`config.mk`:
```
export PLATFORM = sky130hd
export DESIGN_NAME = mcdt_pkt_formatter
export DESIGN_NICKNAME = d
export VERILOG_FILES = /design/src/rtl/mcdt_pkg.sv /design/src/rtl/mcdt_fmt_fifo.sv /design/src/rtl/mcdt_pkt_formatter.sv
export SDC_FILE = /design/constraint.sdc
export NUM_CORES = 2
export LEC_CHECK = 0
export BUFFER_PORTS_ARGS = -buffer_cell sky130_fd_sc_hd__buf_4
export CAP_MARGIN = 10
export CORE_ASPECT_RATIO = 1.2
export CORE_MARGIN = 3
export CORE_UTILIZATION = 47
export DETAILED_ROUTE_END_ITERATION = 8
export GPL_TIMING_DRIVEN = 0
export SLEW_MARGIN = 20
export SYNTH_ARGS = -nofsm -noshare
export SYNTH_HDL_FRONTEND = slang
export SYNTH_SLANG_ARGS = --single-unit
```
`constraint.sdc`:
```
create_clock -name clk -period 4.95 [get_ports clk]
set_clock_uncertainty 0.1 [all_clocks]
set_input_delay 0.99 -clock clk [delete_from_list [all_inputs] [get_ports clk]]
set_output_delay 0.99 -clock clk [all_outputs]
set_load 0.01 [all_outputs]
```
`src/rtl/mcdt_pkg.sv`:
```
// Shared types and helpers for the mcdt packet formatter slice.
package mcdt_pkg;

    localparam int unsigned NUM_CH = 3;

    typedef logic [1:0] ch_id_t;

    typedef enum logic [1:0] {IDLE, REQ, SEND} fmt_state_e;

    // (ch + step) mod NUM_CH for ch in 0..2, step in 0..3
    function automatic ch_id_t ch_add(input ch_id_t ch, input logic [1:0] step);
        logic [2:0] s;
        s = {1'b0, ch} + {1'b0, step};
        if (s >= 3'd3) s = s - 3'd3;
        return s[1:0];
    endfunction

endpackage

```
`src/rtl/mcdt_fmt_fifo.sv`:
```
// Per-channel synchronous FIFO with a combinational head word and occupancy count.
module mcdt_fmt_fifo #(
    parameter int DW    = 32,
    parameter int DEPTH = 32,
    parameter int CNTW  = $clog2(DEPTH) + 1
) (
    input  logic            clk,
    input  logic            rstn,
    input  logic            push,
    input  logic [DW-1:0]   wdata,
    input  logic            pop,
    output logic [DW-1:0]   rdata,
    output logic [CNTW-1:0] count
);

    localparam int AW = $clog2(DEPTH);

    logic [DW-1:0] mem [DEPTH];
    logic [AW-1:0] wptr;
    logic [AW-1:0] rptr;

    assign rdata = mem[rptr];

    always_ff @(posedge clk) begin
        if (push) mem[wptr] <= wdata;
    end

    always_ff @(posedge clk or posedge rstn) begin
        if (rstn) begin
            wptr  <= '0;
            rptr  <= '0;
            count <= '0;
        end else begin
            if (push) wptr <= wptr + 1'b1;
            if (pop)  rptr <= rptr + 1'b1;
            case ({push, pop})
                2'b10:   count <= count + 1'b1;
                2'b01:   count <= count - 1'b1;
                default: count <= count;
            endcase
        end
    end

endmodule

```
`src/rtl/mcdt_pkt_formatter.sv`:
```
// Buffers the arbitrated mcdt stream per channel and emits fixed-length packets
// round-robin over a req/grant handshake.
module mcdt_pkt_formatter
    import mcdt_pkg::*;
#(
    parameter int DW      = 32,
    parameter int DEPTH   = 32,
    parameter int PKT_LEN = 4,
    localparam int CNTW   = $clog2(DEPTH) + 1
) (
    input  logic          clk,
    input  logic          rstn,
    input  logic [DW-1:0] in_data,
    input  logic          in_val,
    input  logic [1:0]    in_id,
    output logic          fmt_req,
    input  logic          fmt_grant,
    output logic [1:0]    fmt_chid,
    output logic          fmt_val,
    output logic [DW-1:0] fmt_data,
    output logic          fmt_start,
    output logic          fmt_end,
    output logic [2:0]    ovf,
    output logic          bad_id
);

    localparam logic [CNTW-1:0] PKT_LEN_C = CNTW'(PKT_LEN);
    localparam logic [CNTW-1:0] LAST_C    = CNTW'(PKT_LEN - 1);
    localparam logic [CNTW-1:0] FULL_C    = CNTW'(DEPTH);

    fmt_state_e         state;
    ch_id_t             rr;
    logic [CNTW-1:0]    wcnt;
    logic [CNTW-1:0]    cnt  [NUM_CH];
    logic [DW-1:0]      head [NUM_CH];
    logic [NUM_CH-1:0]  push;
    logic [NUM_CH-1:0]  pop;
    logic [NUM_CH-1:0]  elig;
    logic [NUM_CH-1:0]  ovf_set;
    logic               last_word;
    logic               pick_ok;
    ch_id_t             pick;

    for (genvar g = 0; g < NUM_CH; g++) begin : g_fifo
        mcdt_fmt_fifo #(
            .DW    (DW),
            .DEPTH (DEPTH),
            .CNTW  (CNTW)
        ) u_fifo (
            .clk   (clk),
            .rstn  (rstn),
            .push  (push[g]),
            .wdata (in_data),
            .pop   (pop[g]),
            .rdata (head[g]),
            .count (cnt[g])
        );
    end

    assign last_word = (wcnt == LAST_C);

    // A full FIFO still accepts a word when the packet path pops it in the same cycle.
    always_comb begin
        push    = '0;
        pop     = '0;
        elig    = '0;
        ovf_set = '0;
        for (int unsigned n = 0; n < NUM_CH; n++) begin
            pop[n]  = (fmt_chid == ch_id_t'(n)) &&
                      (((state == REQ) && fmt_grant) || ((state == SEND) && !last_word));
            elig[n] = (cnt[n] >= PKT_LEN_C);
            if (in_val && (in_id == ch_id_t'(n))) begin
                if ((cnt[n] < FULL_C) || pop[n]) push[n]    = 1'b1;
                else                             ovf_set[n] = 1'b1;
            end
        end
    end

    always_comb begin
        ch_id_t cand;
        pick_ok = 1'b0;
        pick    = rr;
        cand    = rr;
        for (int unsigned k = 1; k <= NUM_CH; k++) begin
            cand = ch_add(rr, 2'(k));
            if (!pick_ok && elig[cand]) begin
                pick_ok = 1'b1;
                pick    = cand;
            end
        end
    end

    always_ff @(posedge clk or posedge rstn) begin
        if (rstn) begin
            state     <= IDLE;
            rr        <= 2'd2;
            wcnt      <= '0;
            fmt_req   <= 1'b0;
            fmt_chid  <= '0;
            fmt_val   <= 1'b0;
            fmt_data  <= '0;
            fmt_start <= 1'b0;
            fmt_end   <= 1'b0;
            ovf       <= '0;
            bad_id    <= 1'b0;
        end else begin
            ovf <= ovf | ovf_set;
            if (in_val && (in_id == 2'd3)) bad_id <= 1'b1;
            case (state)
                IDLE: begin
                    if (pick_ok) begin
                        fmt_chid <= pick;
                        rr       <= pick;
                        fmt_req  <= 1'b1;
                        state    <= REQ;
                    end
                end
                REQ: begin
                    if (fmt_grant) begin
                        fmt_req   <= 1'b0;
                        fmt_val   <= 1'b1;
                        fmt_data  <= head[fmt_chid];
                        fmt_start <= 1'b1;
                        fmt_end   <= (LAST_C == '0);
                        wcnt      <= '0;
                        state     <= SEND;
                    end
                end
                SEND: begin
                    if (last_word) begin
                        fmt_val   <= 1'b0;
                        fmt_start <= 1'b0;
                        fmt_end   <= 1'b0;
                        state     <= IDLE;
                    end else begin
                        fmt_data  <= head[fmt_chid];
                        fmt_start <= 1'b0;
                        fmt_end   <= ((wcnt + 1'b1) == LAST_C);
                        wcnt      <= wcnt + 1'b1;
                    end
                end
                default: state <= IDLE;
            endcase
        end
    end

endmodule

```
* Word-level counts from Yosys, hierarchy flattened
Memory sizes are Yosys's and may differ from the RTL's.
Cells that the tools add are included.
Widths: inputs -> output; s select.
** Storage, ports and cells
- RAM bits :: 3072
- Word-level logic and storage cells :: 166
- Latch bits :: 0
- Bits in read-only memories :: 0
- Register bits after elaboration :: 100
- Memories kept :: 3
** Memories
- g_fifo[0].u_fifo.mem :: depth 32, width 32, rd ports 1, clocked after Yosys merged registers in 0, wr ports 1, RTL line mcdt_fmt_fifo.sv:18 : logic [DW-1:0] mem [DEPTH];
- g_fifo[1].u_fifo.mem :: depth 32, width 32, rd ports 1, clocked after Yosys merged registers in 0, wr ports 1, RTL line mcdt_fmt_fifo.sv:18
- g_fifo[2].u_fifo.mem :: depth 32, width 32, rd ports 1, clocked after Yosys merged registers in 0, wr ports 1, RTL line mcdt_fmt_fifo.sv:18
** Operators by class
- Shifts and indexed selects :: 0
- Bitwise logic cells :: 2
- Equality and inequality tests :: 19
- Reduce and logical (&&, ||, !) cells :: 32
- Multipliers :: 0
- Multiplexer cells :: 58
- $add $sub $neg :: 19
- Divide/modulo/power cells :: 0
- Order comparisons :: 13
** Operator list (number)
- $mux 32 :: 4
- $bmux 32 s2 :: 1
- $pmux 32 s2 :: 1
- $pmux 6 s2 :: 4
- $add 5x1->5 const B :: 6
- $mux 1 :: 29
- $add 6x1->6 const B :: 4
- $ge 6x3->1 const B :: 3
- $lt 6x6->1 const B :: 3
- $mux 2 :: 9
- $sub 6x1->6 const B :: 3
- $eq 2x2->1 const B :: 7
- $eq 2x1->1 const B :: 6
- $eq 6x2->1 const B :: 2
- $mux 6 :: 2
- $reduce_and 3->1 :: 4
- $logic_and 1x1->1 :: 11
- $reduce_bool 2->1 :: 5
- $ge 3x2->1 const B :: 3
- $lt 2x3->1 const B :: 3
- $ne 2x2->1 const B :: 4
- $pmux 1 s2 :: 4
- $add 2x2->3 const B :: 2
- $bmux 1 s2 :: 3
- 10 further kinds :: 20

* Logic depth before layout (Yosys ltp)
- Word-level depth :: 14
- Mapped depth :: 18
- Mapped depth without buffers :: 16

* Cells and area by module
Synthesis repeated with hierarchy kept, for this count alone.
** Unflattened totals
- Cells, all modules :: 7158
- Area total of the unflattened synthesis :: 124368.0 µm²
** By module, submodules not included
- mcdt_fmt_fifo :: cells an instance 2281, area an instance 40422.5 µm², instances 3
- mcdt_pkt_formatter :: cells an instance 315, area an instance 3100.5 µm², instances 1

* Worst setup path before layout
OpenSTA, ideal clock, no wires.
- Path type :: input to register
- Start point :: input fmt_grant
- End point :: memory g_fifo[0].u_fifo.mem[12][0], enable pin
- Setup slack :: 0.926 ns
- Setup time :: 0.421 ns
- Arrival :: 3.503 ns
- Buffers on the path :: 0
- Required time :: 4.429 ns
- Cell stages on the path :: 6
- Cell sequence :: inv_1 -> or2_1 -> a21o_1 -> a21boi_2 -> nand2_1 -> nor2_1
** On the way
- Longest elaborated chain between the ends :: 8
** Ends and longest elaborated chain
- start, declared :: RTL line mcdt_pkt_formatter.sv:17 : input logic fmt_grant,
- $logic_and 1x1->1 :: RTL line mcdt_pkt_formatter.sv:70 : (((state == REQ) && fmt_grant) || ((state == SEND) && !last_word));
- $logic_or 1x1->1 :: RTL line mcdt_pkt_formatter.sv:70
- $logic_and 1x1->1 :: RTL line mcdt_pkt_formatter.sv:69 : pop[n] = (fmt_chid == ch_id_t'(n)) &&
- $logic_or 1x1->1 :: RTL line mcdt_pkt_formatter.sv:73 : if ((cnt[n] < FULL_C) || pop[n]) push[n] = 1'b1;
- $mux 1 :: RTL line mcdt_pkt_formatter.sv:73
- $mux 1 :: RTL line mcdt_pkt_formatter.sv:72 : if (in_val && (in_id == ch_id_t'(n))) begin
- $mux 1 :: RTL line mcdt_fmt_fifo.sv:25 : if (push) mem[wptr] <= wdata;
- $mux 1 (implied by the code) :: RTL line mcdt_fmt_fifo.sv:25
- end, declared :: RTL line mcdt_fmt_fifo.sv:18
No other way between the ends.

* Worst setup path after layout
- Start point :: register fmt_chid[0]
- End point :: register g_fifo[0].u_fifo.count[5]
** On the way
- Longest elaborated chain between the ends :: 7
- Elaborated cells between the ends (all ways) :: 9
** Ends and longest elaborated chain
- start, declared :: RTL line mcdt_pkt_formatter.sv:18 : output logic [1:0] fmt_chid,
- start signal, assigned :: RTL line mcdt_pkt_formatter.sv:112 : fmt_chid <= pick;
- $logic_not 2->1 * :: RTL line mcdt_pkt_formatter.sv:69
- $logic_and 1x1->1 * :: RTL line mcdt_pkt_formatter.sv:69
- via g_fifo[0].u_fifo.pop :: RTL line mcdt_fmt_fifo.sv:11 : input logic pop,
- $logic_or 1x1->1 :: RTL line mcdt_pkt_formatter.sv:73
- $mux 1 :: RTL line mcdt_pkt_formatter.sv:73
- $mux 1 :: RTL line mcdt_pkt_formatter.sv:72
- $eq 2x1->1 or $eq 2x2->1 (tied branches) :: RTL line mcdt_fmt_fifo.sv:36 : case ({push, pop})
- $pmux 6 s2 or $reduce_bool 2->1 (tied branches)
- end signal, assigned :: RTL line mcdt_fmt_fifo.sv:37 : 2'b10: count <= count + 1'b1;
- end signal, assigned :: RTL line mcdt_fmt_fifo.sv:38 : 2'b01: count <= count - 1'b1;
- end signal, assigned :: RTL line mcdt_fmt_fifo.sv:39 : default: count <= count;
- end, declared :: RTL line mcdt_fmt_fifo.sv:13 : output logic [CNTW-1:0] count
The timed path passes the listed nets; every way through them passes the cells marked *.
A chain may end at the register's enable or synchronous reset.

==> flow_summary.ini <==
[die]
design.die.area_mm2 = 0.266
io_pins = 80
starting_density_of_the_core = 0.473
die-width_um = 471
placement_rows = 204
chipHeight_um = 564
floorplan_core_area_mm2 = 0.258

[worst_setup_path]
critical-path-top-cell-by-count = sky130_fd_sc_hd__a21o_1
r2r_start = fmt_chid[0]
critPathCaptureType = register
worst_r2r_endpoint = g_fifo[0].u_fifo.count[5]
ff2ff_setup_slack_ns = 0.18
timing.critical_path.slowest_cell_delay_ns = 0.86
critical_path.slowest_cell = sky130_fd_sc_hd__dfrtp_1
worstPathBufferInverterCount = 3
setup.worst_path.start_class = register
worstPathMaxFanout = 10
worst_ep_arrival_time_ns = 5.44
worstPathCellList = or2_2 -> buf_1 -> a21o_1 -> inv_1 -> ha_1 -> clkbuf_1 -> a21o_1 -> a221o_1 -> a211o_1 -> a21oi_1 -> xor2_1
cp.required_ns = 5.62
ff2ff_path_depth = 11
timing.critical_path.max_delay_family = compound AO/OA/AOI/OAI gates
worst-setup-path-type = reg2reg

[global_route]
global_route.overflow_total = 0
grt_pass1_wl_mm = 483
grt_antenna_before_repair = 14
grt_max_degree = 97
grt_pass1_vias = 62300
gr-usage-all-layers = 0.259

[pwr]
vdd.ir_drop.worst_mv = 0.325
cellPowerDensity_mw_per_mm2 = 539
power_leakage_nw = 45.2

[clocking]
worst_setup_hold_path_clk_slew_ns = 0.06
cts_max_level = 5
tritoncts_num_sinks = 3171
max-clock-path-buffers = 4
hold_buffers = 0
clkLatencyLatePin_ns = 0.88
cts-buffers-inserted = 321
cts_tree = built
clockRootBuffer = sky130_fd_sc_hd__clkbuf_16

[final_layout]
finalCoreUtilization = 0.550
syn_to_final_growth_pct = 16.2
layout.cell_area.non_filler_mm2 = 0.142
final_nets = 6481
drive_gt1_frac = 0.239
final-instance-count-excl-fill = 10100

[sta]
slew_viol_final = 0
layout_setup_ws_ns = 0.182
achievable-frequency_ghz = 0.210
period_utilisation_layout = 0.963
setup_viol = 0
max_slew_margin = 0.172
grt_setup_unrepaired = no
timing.final.crit_period_ns = 4.77
timing_worst_slew_pin_value_ns = 1.24
tns_ns = 0
finalHoldViolations = 0

[synth]
synth_seq_cells = 3171
post_synth.cell_area_avg_um2 = 20.9
synth_area_mm2 = 0.122
yosys_most_used_dff = sky130_fd_sc_hd__edfxtp_1
syn-instance-count = 5844
synth-edff-count = 3072
synth_fp_nets = 5911
synth_cell_types = 73
synthesis.yosys.warnings = 0
synth_sequential_area_ratio = 0.776
ys_async_sr_fraction = 0.0312

[detailed_routing]
postRouteWirelength_mm = 348
drcViolationCount = 0
detail_route.vias_per_cell = 6.20
drt-initial-drc-count = 8006
drtAntennaViolNets = 0
vias = 62400
number_of_search_and_repair_iterations_in_the_first_detailed_routing_pass = 6
wl_per_cell_um = 34.5

[placement]
place_hpwl_mm = 224
placement.cell_area_mm2 = 0.131
gp_routability_congestion = 0.894
dp_cells = 9455
post-place-ws_ns = -0.371
port-buffer-count = 79

[outcome]
status = completed

[run]
timing.max_cap.violations = 0

[worst_hold_path]
worstHoldPathType = in2async
-- registers in the layout, indices dropped and copies added (netlist names), 2 cells and up --
name / flops
fmt_chid: 2
fmt_data: 32
g_fifo.u_fifo.count: 18
g_fifo.u_fifo.mem: 3072
g_fifo.u_fifo.rptr: 15
g_fifo.u_fifo.wptr: 15
ovf: 3
state: 2
wcnt: 6
-- metrics by stage --
step	hold slack, ns	power [mW]
2_1_floorplan	0.367	43.4
3_3_place_gp	0.351	52.4
3_5_place_dp	0.374	53.0
4_1_cts	0.0450	76.7
5_1_grt	0.0933	78.6
6_report	0.0644	76.4
-- layout by cell type (no fill, tap or decap), types with 65 or more instances in the layout --
cell and n:
sky130_fd_sc_hd__edfxtp_1 3072, sky130_fd_sc_hd__clkbuf_1 218, sky130_fd_sc_hd__a21oi_1 227, sky130_fd_sc_hd__buf_16 77, sky130_fd_sc_hd__a22oi_1 66, sky130_fd_sc_hd__o221ai_1 89, sky130_fd_sc_hd__nor2_4 98, sky130_fd_sc_hd__buf_2 87
sky130_fd_sc_hd__mux2i_1 484, sky130_fd_sc_hd__dfrtp_1 97, sky130_fd_sc_hd__mux4_2 551, sky130_fd_sc_hd__nand2_1 65, sky130_fd_sc_hd__buf_4 117, sky130_fd_sc_hd__clkbuf_16 331, sky130_fd_sc_hd__o21ai_0 107, sky130_fd_sc_hd__o22ai_1 74
-- layer usage --
| layer | global-route usage | wire, um | vias up |
|---|---|---|---|
| met4 | 0.113 | 16700 | 8 |
| met2 | 0.429 | 172000 | 2897 |
| met5 | 0 | 55 | - |
| li1 | - | - | 25700 |
| met1 | 0.342 | 130000 | 33300 |
| met3 | 0.0426 | 28800 | 544 |
-- cells by family (layout without fill, tap and decap cells) --
kind of cell	count (synthesis)	in the layout	share of synthesized area
mux	1066	1066	0.144
fa+ha+maj	29	29	0.00297
flops	3171	3171	0.776
compound gates	827	827	0.0457
other cells	0	10	0
buf+inv	371	1185	0.0152
xor+xnor	50	50	0.00359
simple gates	330	330	0.0128
-- where the power goes --
part	total [mW]	internal, mW	switching (mW)
combinational	21.9	7.97	14.0
clock	23.8	13.8	10.1
sequential	30.6	30.0	0.638
total	76.4	51.7	24.7
-- worst register-to-register path, stage by stage (launching register included) --
cell and delay, ns:
sky130_fd_sc_hd__dfrtp_1 0.86, sky130_fd_sc_hd__or2_2 0.24, sky130_fd_sc_hd__buf_1 0.62, sky130_fd_sc_hd__a21o_1 0.63
sky130_fd_sc_hd__inv_1 0.42, sky130_fd_sc_hd__ha_1 0.32, sky130_fd_sc_hd__clkbuf_1 0.24, sky130_fd_sc_hd__a21o_1 0.26
sky130_fd_sc_hd__a221o_1 0.36, sky130_fd_sc_hd__a211o_1 0.30, sky130_fd_sc_hd__a21oi_1 0.19, sky130_fd_sc_hd__xor2_1 0.16
-- what timing repair did --
item | in CTS | in global routing
cloned | 0 | 0
setup buffers | 33 | 0
pin swaps | 14 | 0
resized for setup | 2 | 5
setup endpoints to repair | 908 | 56
-- worst max path at each step --
| stage | start | end | slack [ns] | cells after the start |
|---|---|---|---|---|
| global placement | fmt_chid[0] | g_fifo[1].u_fifo.mem[29][20] | -2.65 | 6 |
| finish | fmt_chid[0] | g_fifo[0].u_fifo.count[5] | 0.18 | 11 |
| global route | fmt_chid[0] | g_fifo[0].u_fifo.count[5] | 0.0006 | 12 |
| detailed placement | fmt_chid[0] | g_fifo[1].u_fifo.mem[31][21] | -0.37 | 7 |
| floorplan | fmt_grant | g_fifo[0].u_fifo.mem[12][0] | 0.93 | 6 |
| CTS | fmt_chid[1] | g_fifo[0].u_fifo.mem[10][9] | 0.02 | 7 |
-- cell usage after synthesis (33+ instances only) --
cell,number,area [um2]
sky130_fd_sc_hd__mux2i_1,484,4840
sky130_fd_sc_hd__a22o_1,35,307
sky130_fd_sc_hd__buf_2,79,395
sky130_fd_sc_hd__a221oi_1,36,315
sky130_fd_sc_hd__dfrtp_1,98,2450
sky130_fd_sc_hd__nor2_1,154,578
sky130_fd_sc_hd__o22ai_1,74,463
sky130_fd_sc_hd__a22oi_1,66,495
sky130_fd_sc_hd__o21ai_0,111,556
sky130_fd_sc_hd__o221ai_1,89,780
sky130_fd_sc_hd__buf_1,34,128
sky130_fd_sc_hd__a21oi_1,228,1140
sky130_fd_sc_hd__clkbuf_1,157,589
sky130_fd_sc_hd__mux4_2,551,12400
sky130_fd_sc_hd__edfxtp_1,3072,92200
sky130_fd_sc_hd__nand2_1,66,248
sky130_fd_sc_hd__a31oi_1,33,206
sky130_fd_sc_hd__a211oi_1,63,473
sky130_fd_sc_hd__buf_4,52,390
-- final cells by class --
type                            instances  area, um2
Tap cell                             3399       4250
Clock inverter                        165       1590
Antenna cell                           10       25.0
Multi-Input combinational cell       2302      26500
Buffer                                344       1760
Sequential cell                      3171      94700
Fill cell                           19400     116000
Clock buffer                          402       8640
Inverter                               27        110
Timing Repair Buffer                  247       4300
Note: power is estimated with default switching activity, not from simulation.
